--- src/rtl/inst_fetch.sv ---
// ---------------------------------------------------------------------------
// inst_fetch
//
// Byte-serial instruction fetch unit. Memory returns one byte per accepted
// address. Four consecutive bytes are assembled little-endian into a 32-bit
// instruction. The instruction is then held until the decode stage takes it.
//
// Ports
//   clk               in   system clock, rising edge
//   rst               in   asynchronous active-low reset
//   mem_busy          in   memory stage owns the RAM port; no issue this cycle
//   addr_to_memctrl   out  byte address of the current fetch request
//   data_from_memctrl in   RAM byte, valid one cycle after an accepted address
//   jump_en           in   PC redirect request (highest priority)
//   jump_addr         in   redirect target, any alignment
//   id_ready          in   decode accepts the held instruction this cycle
//   inst_valid        out  assembled instruction available
//   inst              out  assembled instruction (byte 0 in bits 7:0)
//   inst_pc           out  address of inst
// ---------------------------------------------------------------------------
module inst_fetch #(
  parameter logic [31:0] RESET_PC = 32'h0000_0000
) (
  input  logic        clk,
  input  logic        rst,
  input  logic        mem_busy,
  output logic [31:0] addr_to_memctrl,
  input  logic [7:0]  data_from_memctrl,
  input  logic        jump_en,
  input  logic [31:0] jump_addr,
  input  logic        id_ready,
  output logic        inst_valid,
  output logic [31:0] inst,
  output logic [31:0] inst_pc
);

  typedef enum logic {
    FETCH = 1'b0,
    HOLD  = 1'b1
  } state_t;

  state_t      state_q, state_d;
  logic [31:0] pc_q, pc_d;
  logic [2:0]  issue_cnt_q, issue_cnt_d;
  logic [2:0]  recv_cnt_q, recv_cnt_d;
  logic        pending_q, pending_d;
  logic [1:0]  idx_q, idx_d;
  logic [31:0] inst_q, inst_d;
  logic [31:0] inst_pc_q, inst_pc_d;
  logic        valid_q, valid_d;
  logic        issue_accept;

  // An address is only serviced when we still need bytes, memory is free,
  // and no redirect is about to throw the request away.
  assign issue_accept = (state_q == FETCH) && (issue_cnt_q < 3'd4) &&
                        !mem_busy && !jump_en;

  // While holding, the address parks on pc; while fetching it walks the
  // four byte addresses of the instruction, wrapping modulo 2^32.
  assign addr_to_memctrl = (state_q == HOLD) ? pc_q
                                             : pc_q + {29'b0, issue_cnt_q};

  assign inst_valid = valid_q;
  assign inst       = inst_q;
  assign inst_pc    = inst_pc_q;

  // Next-state logic. A redirect wins over everything, including a pending
  // byte (which is dropped) and a handoff to decode (the held instruction is
  // still considered consumed, but pc follows jump_addr instead of pc+4).
  // pending_d defaults low so a stalled cycle never captures the next byte.
  always_comb begin
    state_d     = state_q;
    pc_d        = pc_q;
    issue_cnt_d = issue_cnt_q;
    recv_cnt_d  = recv_cnt_q;
    pending_d   = 1'b0;
    idx_d       = idx_q;
    inst_d      = inst_q;
    inst_pc_d   = inst_pc_q;
    valid_d     = valid_q;

    if (jump_en) begin
      pc_d        = jump_addr;
      issue_cnt_d = 3'd0;
      recv_cnt_d  = 3'd0;
      state_d     = FETCH;
      valid_d     = 1'b0;
    end else begin
      case (state_q)
        FETCH: begin
          if (issue_accept) begin
            issue_cnt_d = issue_cnt_q + 3'd1;
            pending_d   = 1'b1;
            idx_d       = issue_cnt_q[1:0];
          end
          if (pending_q) begin
            inst_d[{idx_q, 3'b000} +: 8] = data_from_memctrl;
            recv_cnt_d = recv_cnt_q + 3'd1;
            if (recv_cnt_q == 3'd3) begin
              state_d   = HOLD;
              valid_d   = 1'b1;
              inst_pc_d = pc_q;
            end
          end
        end
        HOLD: begin
          if (id_ready) begin
            pc_d        = pc_q + 32'd4;
            issue_cnt_d = 3'd0;
            recv_cnt_d  = 3'd0;
            state_d     = FETCH;
            valid_d     = 1'b0;
          end
        end
        default: begin
          state_d = FETCH;
        end
      endcase
    end
  end

  // State registers. Reset abandons any partial instruction immediately,
  // without waiting for a clock edge.
  always_ff @(posedge clk or negedge rst) begin
    if (!rst) begin
      state_q     <= FETCH;
      pc_q        <= RESET_PC;
      issue_cnt_q <= 3'd0;
      recv_cnt_q  <= 3'd0;
      pending_q   <= 1'b0;
      idx_q       <= 2'd0;
      inst_q      <= 32'd0;
      inst_pc_q   <= 32'd0;
      valid_q     <= 1'b0;
    end else begin
      state_q     <= state_d;
      pc_q        <= pc_d;
      issue_cnt_q <= issue_cnt_d;
      recv_cnt_q  <= recv_cnt_d;
      pending_q   <= pending_d;
      idx_q       <= idx_d;
      inst_q      <= inst_d;
      inst_pc_q   <= inst_pc_d;
      valid_q     <= valid_d;
    end
  end

endmodule

--- config.mk ---
export PLATFORM = sky130hd
export DESIGN_NAME = inst_fetch
export DESIGN_NICKNAME = d
export VERILOG_FILES = /design/src/rtl/inst_fetch.sv
export SDC_FILE = /design/constraint.sdc
export NUM_CORES = 1
export LEC_CHECK = 0
export CAP_MARGIN = 10
export CORE_MARGIN = 5
export CORE_UTILIZATION = 30
export DETAILED_ROUTE_END_ITERATION = 7
export GPL_ROUTABILITY_DRIVEN = 0
export PLACE_DENSITY_LB_ADDON = 0.3
export REMOVE_ABC_BUFFERS = 1
export SLEW_MARGIN = 40
export SYNTH_ARGS = -nofsm -noshare
export SYNTH_HDL_FRONTEND = slang
export SYNTH_SLANG_ARGS = --single-unit
--- constraint.sdc ---
create_clock -name clk -period 2.81 [get_ports clk]
set_clock_uncertainty 0.2 [all_clocks]
set_input_delay 0.562 -clock clk [delete_from_list [all_inputs] [get_ports clk]]
set_output_delay 0.562 -clock clk [all_outputs]
set_load 0.01 [all_outputs]
==> results of run 1 <==
[path summary, 6_finish.rpt]
path	endpoint	from	depth (start not counted)	slack (ps)
max	addr_to_memctrl[22]	pc_q[0]$_DFFE_PN0P_	9	-170
min	inst_pc[3]$_DFFE_PN0P_	rst	1	-10
max reg2reg	pc_q[24]$_DFFE_PN0P_	pc_q[10]$_DFFE_PN0P_	6	420
min reg2reg	inst[25]$_DFFE_PN0P_	inst[25]$_DFFE_PN0P_	2	280
max in group asynchronous	pc_q[29]$_DFFE_PN0P_	rst	2	1690
min in group clk	inst[25]$_DFFE_PN0P_	inst[25]$_DFFE_PN0P_	2	280
[logic make-up (layout without fill, tap and decap cells)]
logic type                 Yosys count  count (layout)  synth area share
AOI/OAI and AO/OA                   93              93           0.09335
xor gates and xnor gates            46              46           0.07140
adders and majority gates           13              13           0.03015
buffers and inverters               54             254           0.04679
DFF                                107             107            0.4745
muxes                               39              39           0.07716
and+or+nand+nor                    237             237            0.2067
[flip-flops by register name, summed over array words and instances (netlist names)]
signal and cells:
inst_pc 32, idx_q 2, pc_q 32, recv_cnt_q 3, inst_valid 1, pending_q 1
inst 32, state_q 1, issue_cnt_q 3
[per-layer routing]
metal | global-route usage | wire length, um | vias up
li1 | - | - | 2437
met1 | 0.2149 | 7846 | 2355
met2 | 0.2463 | 7891 | 107
met3 | 0.02498 | 670 | 15
met4 | 0.05312 | 269 | 0
met5 | 0 | 0 | -
[layout make-up]
| cell class | count | area [um2] |
|---|---|---|
| clock inverter | 7 | 51.30 |
| clock buffer | 9 | 225.2 |
| fill | 1844 | 10270 |
| multi-input combinational | 428 | 3034 |
| sequential | 107 | 2678 |
| timing repair buffer | 230 | 2061 |
| tap | 234 | 292.8 |
| inverter | 8 | 30.03 |
[cell usage after synthesis, types with 3 or more instances]
cell        n
inv_1       8
o31ai_1     3
nand4_1    12
or3_1       7
nand4b_1    5
nor4_1     10
mux2i_1     3
o41ai_1     3
xnor2_1    35
nand4_2     6
or4_1       5
nand2_1   111
mux2_2     36
nor2_1     36
buf_2      14
xor2_1     11
buf_4       7
a31oi_1    16
nand3_1    18
nor3b_1     4
ha_1       12
o21ai_0    58
nor3_1      9
clkbuf_1   21
a21oi_1     6
dfrtp_1   107
[what timing repair did]
action	4_1_cts	5_1_grt
cloned	1	0
hold buffers	0	0
setup endpoints to repair	31	30
gates resized for setup	130	61
pin swaps	9	23
buffers inserted	8	10
[critical path, delay by kind of cell (launching register included)]
| family | cells | cell delay (ps) |
|---|---|---|
| AOI/OAI and AO/OA | 1 | 80 |
| xor gates and xnor gates | 1 | 170 |
| adders and majority gates | 2 | 430 |
| buffers and inverters | 3 | 470 |
| DFF | 1 | 350 |
| and+or+nand+nor | 2 | 370 |
[power by group]
| part | internal (mW) | leakage [nW] | total [mW] | switching [mW] |
|---|---|---|---|---|
| logic | 0.502 | 1.99 | 0.969 | 0.467 |
| clock network | 0.607 | 0.132 | 1.22 | 0.613 |
| registers | 1.66 | 1.41 | 1.75 | 0.0963 |
| total | 2.77 | 3.53 | 3.94 | 1.18 |
==> metrics.md, run 1 <==
| Metric | Value |
|---|---|
| Cell area after layout | around 8400 um2 |
| Setup ws final | -169.3 ps |
| Initial antenna violation count | 0 |
| Non-Filler Instances | approximately 1,000 |
| Die area | approximately 22,000 um2 |
| CTS clk-pin slew, worst paths | roughly 80 ps |
| Die Span X | around 150 um |
| Worst rel slew slack | 0.5921 |
| Fin. max-slew vios | 0 |
| DR pass1 iterations | 4 |
| Vias | ~5,000 |
| CTS tree | done |
| Final worst path period need | between 2000 and 3000 ps |
| Largest net degree at the start of global routing | 48 |
| Vias in the first global route | 4,923 |
| Status | complete, but fails checks |
| Routed wire length | 16.68 mm |
| Yosys top cell by area | dfrtp_1 |
| Row cnt | 50 |
| Placed insts | between 900 and 1,000 |
| Slew @ Worst Pin | around 600 ps |
| CTS sink cnt | 107 |
| CP Max Fanout | 6 |
| Lkg Pwr | between 3 and 4 nW |
| Root Driver | clkbuf_16 |
| H-Tree Depth | 3 |
| Antenna-violating nets left | 0 |
| Syn avg cell area | between 9 and 10 um2 |
| Share of layout cells above drive strength 1 | 0.2826 |
| Synth unique cells | between 40 and 50 |
| Initial Util | 0.3027 |
| Most frequent cells in the layout | clkdlybuf4s50_1 (109), nand2_1 (108), dfrtp_1 (107) |
| Post-synth top area share | 0.4745 |
| Area grow syn2layout | 48.36% |
| Peak VDD IR | roughly 280 uV |
| Crit-path slowest cell | dfrtp_1 |
| Chip Height | between 100 and 150 um |
| Maxcap violations | 0 |
| CORE AREA | roughly 19,000 um2 |
| Routed WL per cell | 16.30 um |
| Failing checks | hold timing, setup timing |
| WP data required | around 2100 ps |
| Hold Path Class | in2async |
| Syn Inst Count | 589 |
| Fin crit share | 1.060 |
| Placed wire-length estimate | ~12 mm |
| Commonest non-fill, non-tap cell in the layout | clkdlybuf4s50_1 |
| Drt via density | 4.804 |
| Final core occ | 0.4491 |
| Async SR Flop Fraction | 1.000 |
| Crit Path Class | reg2out |
| Post-synth EDFFs | 0 |
| Maximum clock frequency | 335.6 MHz |
| Top_reg_cell synth | dfrtp_1 |
| Nets | approximately 840 |
| First-pass GRT wire length | around 27 mm |
| Worst hold slack | -9.721 ps |
| CP endpoint kind | output port |
| Post-DP Area | 7695 um2 |
| Design Power | around 3.9 mW |
| Worst path max stage delay | approximately 350 ps |
| Crit path launch type | flop |
| Overflow after GRT | 0 |
| Antenna Diode Count | 0 |
| Final setup violation count | 20 |
| Crit-path cells | ha_2 -> fa_2 -> a21oi_4 -> nor4_4 -> buf_4 -> buf_6 -> nand3_2 -> xnor2_1 -> buf_2 |
| CP arrival | ~2200 ps |
| Seq/Total Area, Yosys | 0.4745 |
| CTS buffer count | 9 |
| 1st-iter DRT viols | ~220 |
| Pwr per Cell Area | roughly 470 nW/um2 |
| DR DRC count | 0 |
| Clock tree buffer depth | 2 |
| RSZ-0062 raised after global routing | true |
| Top Ports | approximately 140 |
| Register bit count reported by yosys | around 110 |
| Pre-CTS setup slack | -463.7 ps |
| Yosys synthesis warning count | 0 |
| Insertion delay to the later sink of the worst-skew pair | 360 ps |
| Fin. Hold Viols | 24 |
| Top cells by area, synth | dfrtp_1 (47%), nand2_1 (7.4%), mux2_2 (7.2%), xnor2_1 (5.4%), o21ai_0 (5.1%) |
| Post-Syn Area | about 5600 um2 |
| Total track usage | 0.1548 |
| Setup TNS Final | -1869 ps |
| IO Port Bufs | 141 |
(Power assumes the default switching activity.)
==> inputs of run 2 (changes only) <==
==> constraint.sdc (replaced) <==
create_clock -name clk -period 2.81 [get_ports clk]
set_clock_uncertainty 0.2 [all_clocks]
set_input_delay 0.562 -clock clk [delete_from_list [all_inputs] [get_ports clk]]
set_output_delay 0.562 -clock clk [all_outputs]
set_load 0.005 [all_outputs]
==> metrics.md, run 2 (synthesis gave the netlist of run 1 again) <==
| Metric | Value |
|---|---|
| Lkg Pwr | 3.452 nW (was 3.533 nW) |
| Internal | 2.851 mW (was 2.767 mW) |
| Antenna-violating nets left | 0 (unchanged) |
| Worst path max stage delay | 410 ps (was 350 ps) |
| Die area | 21,650 um2 (unchanged) |
| Top Ports | 142 (unchanged) |
| Root Driver | clkbuf_16 (unchanged) |
| Chip Height | 147.2 um (unchanged) |
| Pwr per Cell Area | 490.2 nW/um2 (was 471.0 nW/um2) |
| P_sw | 1.154 mW (was 1.176 mW) |
| Crit path launch type | flop (unchanged) |
| Failing checks | setup timing (was hold timing, setup timing) |
| Nets | 842 (unchanged) |
| R2R cell count | 6 (unchanged) |
| First-pass GRT wire length | 27.08 mm (was 26.83 mm) |
| Initial antenna violation count | 0 (unchanged) |
| RSZ-0062 raised after global routing | true (unchanged) |
| Flop pwr share | 0.439 (was 0.445) |
| Vias | 4,975 (was 4,914) |
| H-Tree Depth | 3 (unchanged) |
| Total track usage | 0.1552 (was 0.1548) |
| Reg-to-reg slack, setup | 350 ps (was 420 ps) |
| IO Port Bufs | 141 (unchanged) |
| R2r endpoint | pc_q[24]$_DFFE_PN0P_ (unchanged) |
| WP data required | 2050 ps (about the same) |
| Worst rel slew slack | 0.5644 (was 0.5921) |
| Crit-path slowest cell | dfrtp_1 (unchanged) |
| Setup ws final | -212.0 ps (was -169.3 ps) |
| Insertion delay to the later sink of the worst-skew pair | 360 ps (about the same) |
| Worst Hold End | inst[9]$_DFFE_PN0P_ |
| Hold Path Class | reg2reg (was in2async) |
| Share of layout cells above drive strength 1 | 0.2586 (was 0.2826) |
| CP arrival | 2260 ps (was 2220 ps) |
| DR pass1 iterations | 4 (unchanged) |
| Clock tree buffer depth | 2 (unchanged) |
| DR DRC count | 0 (unchanged) |
| Fin. max-slew vios | 0 (unchanged) |
| CP Max Fanout | 6 (unchanged) |
| Slew @ Worst Pin | 647.4 ps (was 606.2 ps) |
| Setup TNS Final | -2655 ps (was -1869 ps) |
| Antenna Diode Count | 0 (unchanged) |
| Routed WL per cell | 16.30 um (unchanged) |
| Final setup violation count | 23 (was 20) |
| Worst r2r src | pc_q[3]$_DFFE_PN0P_ (was pc_q[10]$_DFFE_PN0P_) |
| Register area | 2678 um2 (unchanged) |
| Vias in the first global route | 4,967 (was 4,923) |
| Layout fillers | 1,850 (was 1,844) |
| Final worst path period need | 3022 ps (was 2979 ps) |
| Part of the power in the clock network | 0.339 (was 0.309) |
| CTS clk-pin slew, worst paths | 70 ps (was 80 ps) |
| Design Power | 4.005 mW (was 3.943 mW) |
| Overflow after GRT | 0 (unchanged) |
| Status | complete, but fails checks (unchanged) |
| CP most frequent cell | buf_6 |
| Routed wire length | 16.68 mm (unchanged) |
| Maximum clock frequency | 330.9 MHz (was 335.6 MHz) |
| CORE AREA | 18,640 um2 (unchanged) |
| Min-delay src | inst[9]$_DFFE_PN0P_ |
| Fin. Hold Viols | 0 (was 24) |
| Initial Util | 0.3027 (unchanged) |
| Peak VDD IR | 267.8 uV (was 281.5 uV) |
| CP endpoint kind | output port (unchanged) |
| Maxcap violations | 0 (unchanged) |
| Crit Path Class | reg2out (unchanged) |
| Commonest non-fill, non-tap cell in the layout | nand2_1 (was clkdlybuf4s50_1) |
| CTS sink cnt | 107 (unchanged) |
| Pre-CTS setup slack | -337.1 ps (was -463.7 ps) |
| Largest net degree at the start of global routing | 58 (was 48) |
| Most frequent cells in the layout | nand2_1 (111), clkdlybuf4s50_1 (109), dfrtp_1 (107) (was clkdlybuf4s50_1 (109), nand2_1 (108), dfrtp_1 (107)) |
| Die Span X | 147.2 um (unchanged) |
| 1st-iter DRT viols | 234 (was 222) |
| Drt via density | 4.863 (was 4.804) |
| Logic pwr share | 0.223 (was 0.246) |
| Multi-input gate area | 2872 um2 (was 3034 um2) |
| Placed wire-length estimate | 11.73 mm (was 11.89 mm) |
| CTS tree | done (unchanged) |
| Area grow syn2layout | 44.79% (was 48.36%) |
| CTS buffer count | 9 (unchanged) |
| Row cnt | 50 (unchanged) |
| Crit-path cells | ha_4 -> fa_2 -> a21oi_4 -> buf_6 -> nor4_4 -> buf_4 -> buf_6 -> nand4_1 -> xnor2_1 -> buf_2 (was ha_2 -> fa_2 -> a21oi_4 -> nor4_4 -> buf_4 -> buf_6 -> nand3_2 -> xnor2_1 -> buf_2) |
| Hold path cells | 2 |
| Fin crit share | 1.075 (was 1.060) |
| Switch share | 0.2882 (was 0.2982) |
run 2: cell count changes in the layout (fill, tap and decap cells not counted), sizes merged:
cell	change
clkinv	-2
clkbuf	-1
inv	+1
dlygate4sd3	+1
bufinv	+1
run 2: per-stage QoR:
step	area, um2	hold WS, ps	cells	utilization
floorplan	5409	66.41	543	-
global placement	7695	259.4	989	0.4128
detailed placement	7695	269.9	989	0.4128
CTS	8118	287.8	1017	0.4354
global route	8170	315.0	1023	0.4383
finish	8170	279.3	1023	0.4383
run 2: area by class of cell:
type	count	area share
clock inverters	7	0.01041
flip-flops and latches	107	0.3277
clock buffers	9	0.02757
repair buffers	230	0.2433
inverters	8	0.003675
well taps	234	0.03583
multi-input cells	428	0.3515
run 2: power groups by stage:
stage	Combinational [mW]	Sequential (mW)	Clock, mW
final	0.891	1.76	1.36
after global routing	0.985	1.78	1.46
after CTS	0.888	1.76	1.40
after detailed placement	0.880	1.79	0
after global placement	0.875	1.78	0
after floorplan	0.290	1.81	0
run 2: routing by layer:
| layer | GRT usage | vias up | wire (um) |
|---|---|---|---|
| met5 | 0 | - | 0 |
| met3 | 0.02899 | 22 | 652 |
| met2 | 0.2408 | 119 | 7733 |
| li1 | - | 2441 | - |
| met1 | 0.2227 | 2393 | 8091 |
| met4 | 0.04194 | 0 | 200 |
run 2: how the worst max path moves through the flow:
stage                                     from                   to
finish                     pc_q[0]$_DFFE_PN0P_  addr_to_memctrl[18]
global route               pc_q[0]$_DFFE_PN0P_  addr_to_memctrl[18]
CTS                 issue_cnt_q[0]$_DFFE_PN0P_  addr_to_memctrl[18]
detailed placement         pc_q[0]$_DFFE_PN0P_  addr_to_memctrl[18]
global placement           pc_q[0]$_DFFE_PN0P_  addr_to_memctrl[18]
floorplan           issue_cnt_q[0]$_DFFE_PN0P_  addr_to_memctrl[12]
run 2: worst max-delay path: cells and delay by family (launching register included):
kind | cells | cell delay, ps
XOR/XNOR | 1 | 120
AO/OA/AOI/OAI | 1 | 180
flip-flops | 1 | 410
AND/OR/NAND/NOR | 2 | 110
adder cells (fa/ha/maj) | 2 | 550
buffers and inverters | 4 | 540
run 2: what timing repair did:
| item | in CTS | in global routing |
|---|---|---|
| gates resized for setup | 147 | 8 |
| hold buffers | 1 | 0 |
| hold endpoints to repair | 20 | 0 |
| cloned | 1 | 0 |
| pin swaps | 17 | 15 |
| buffers inserted | 11 | 6 |
| endpoints found under the setup margin | 31 | 28 |
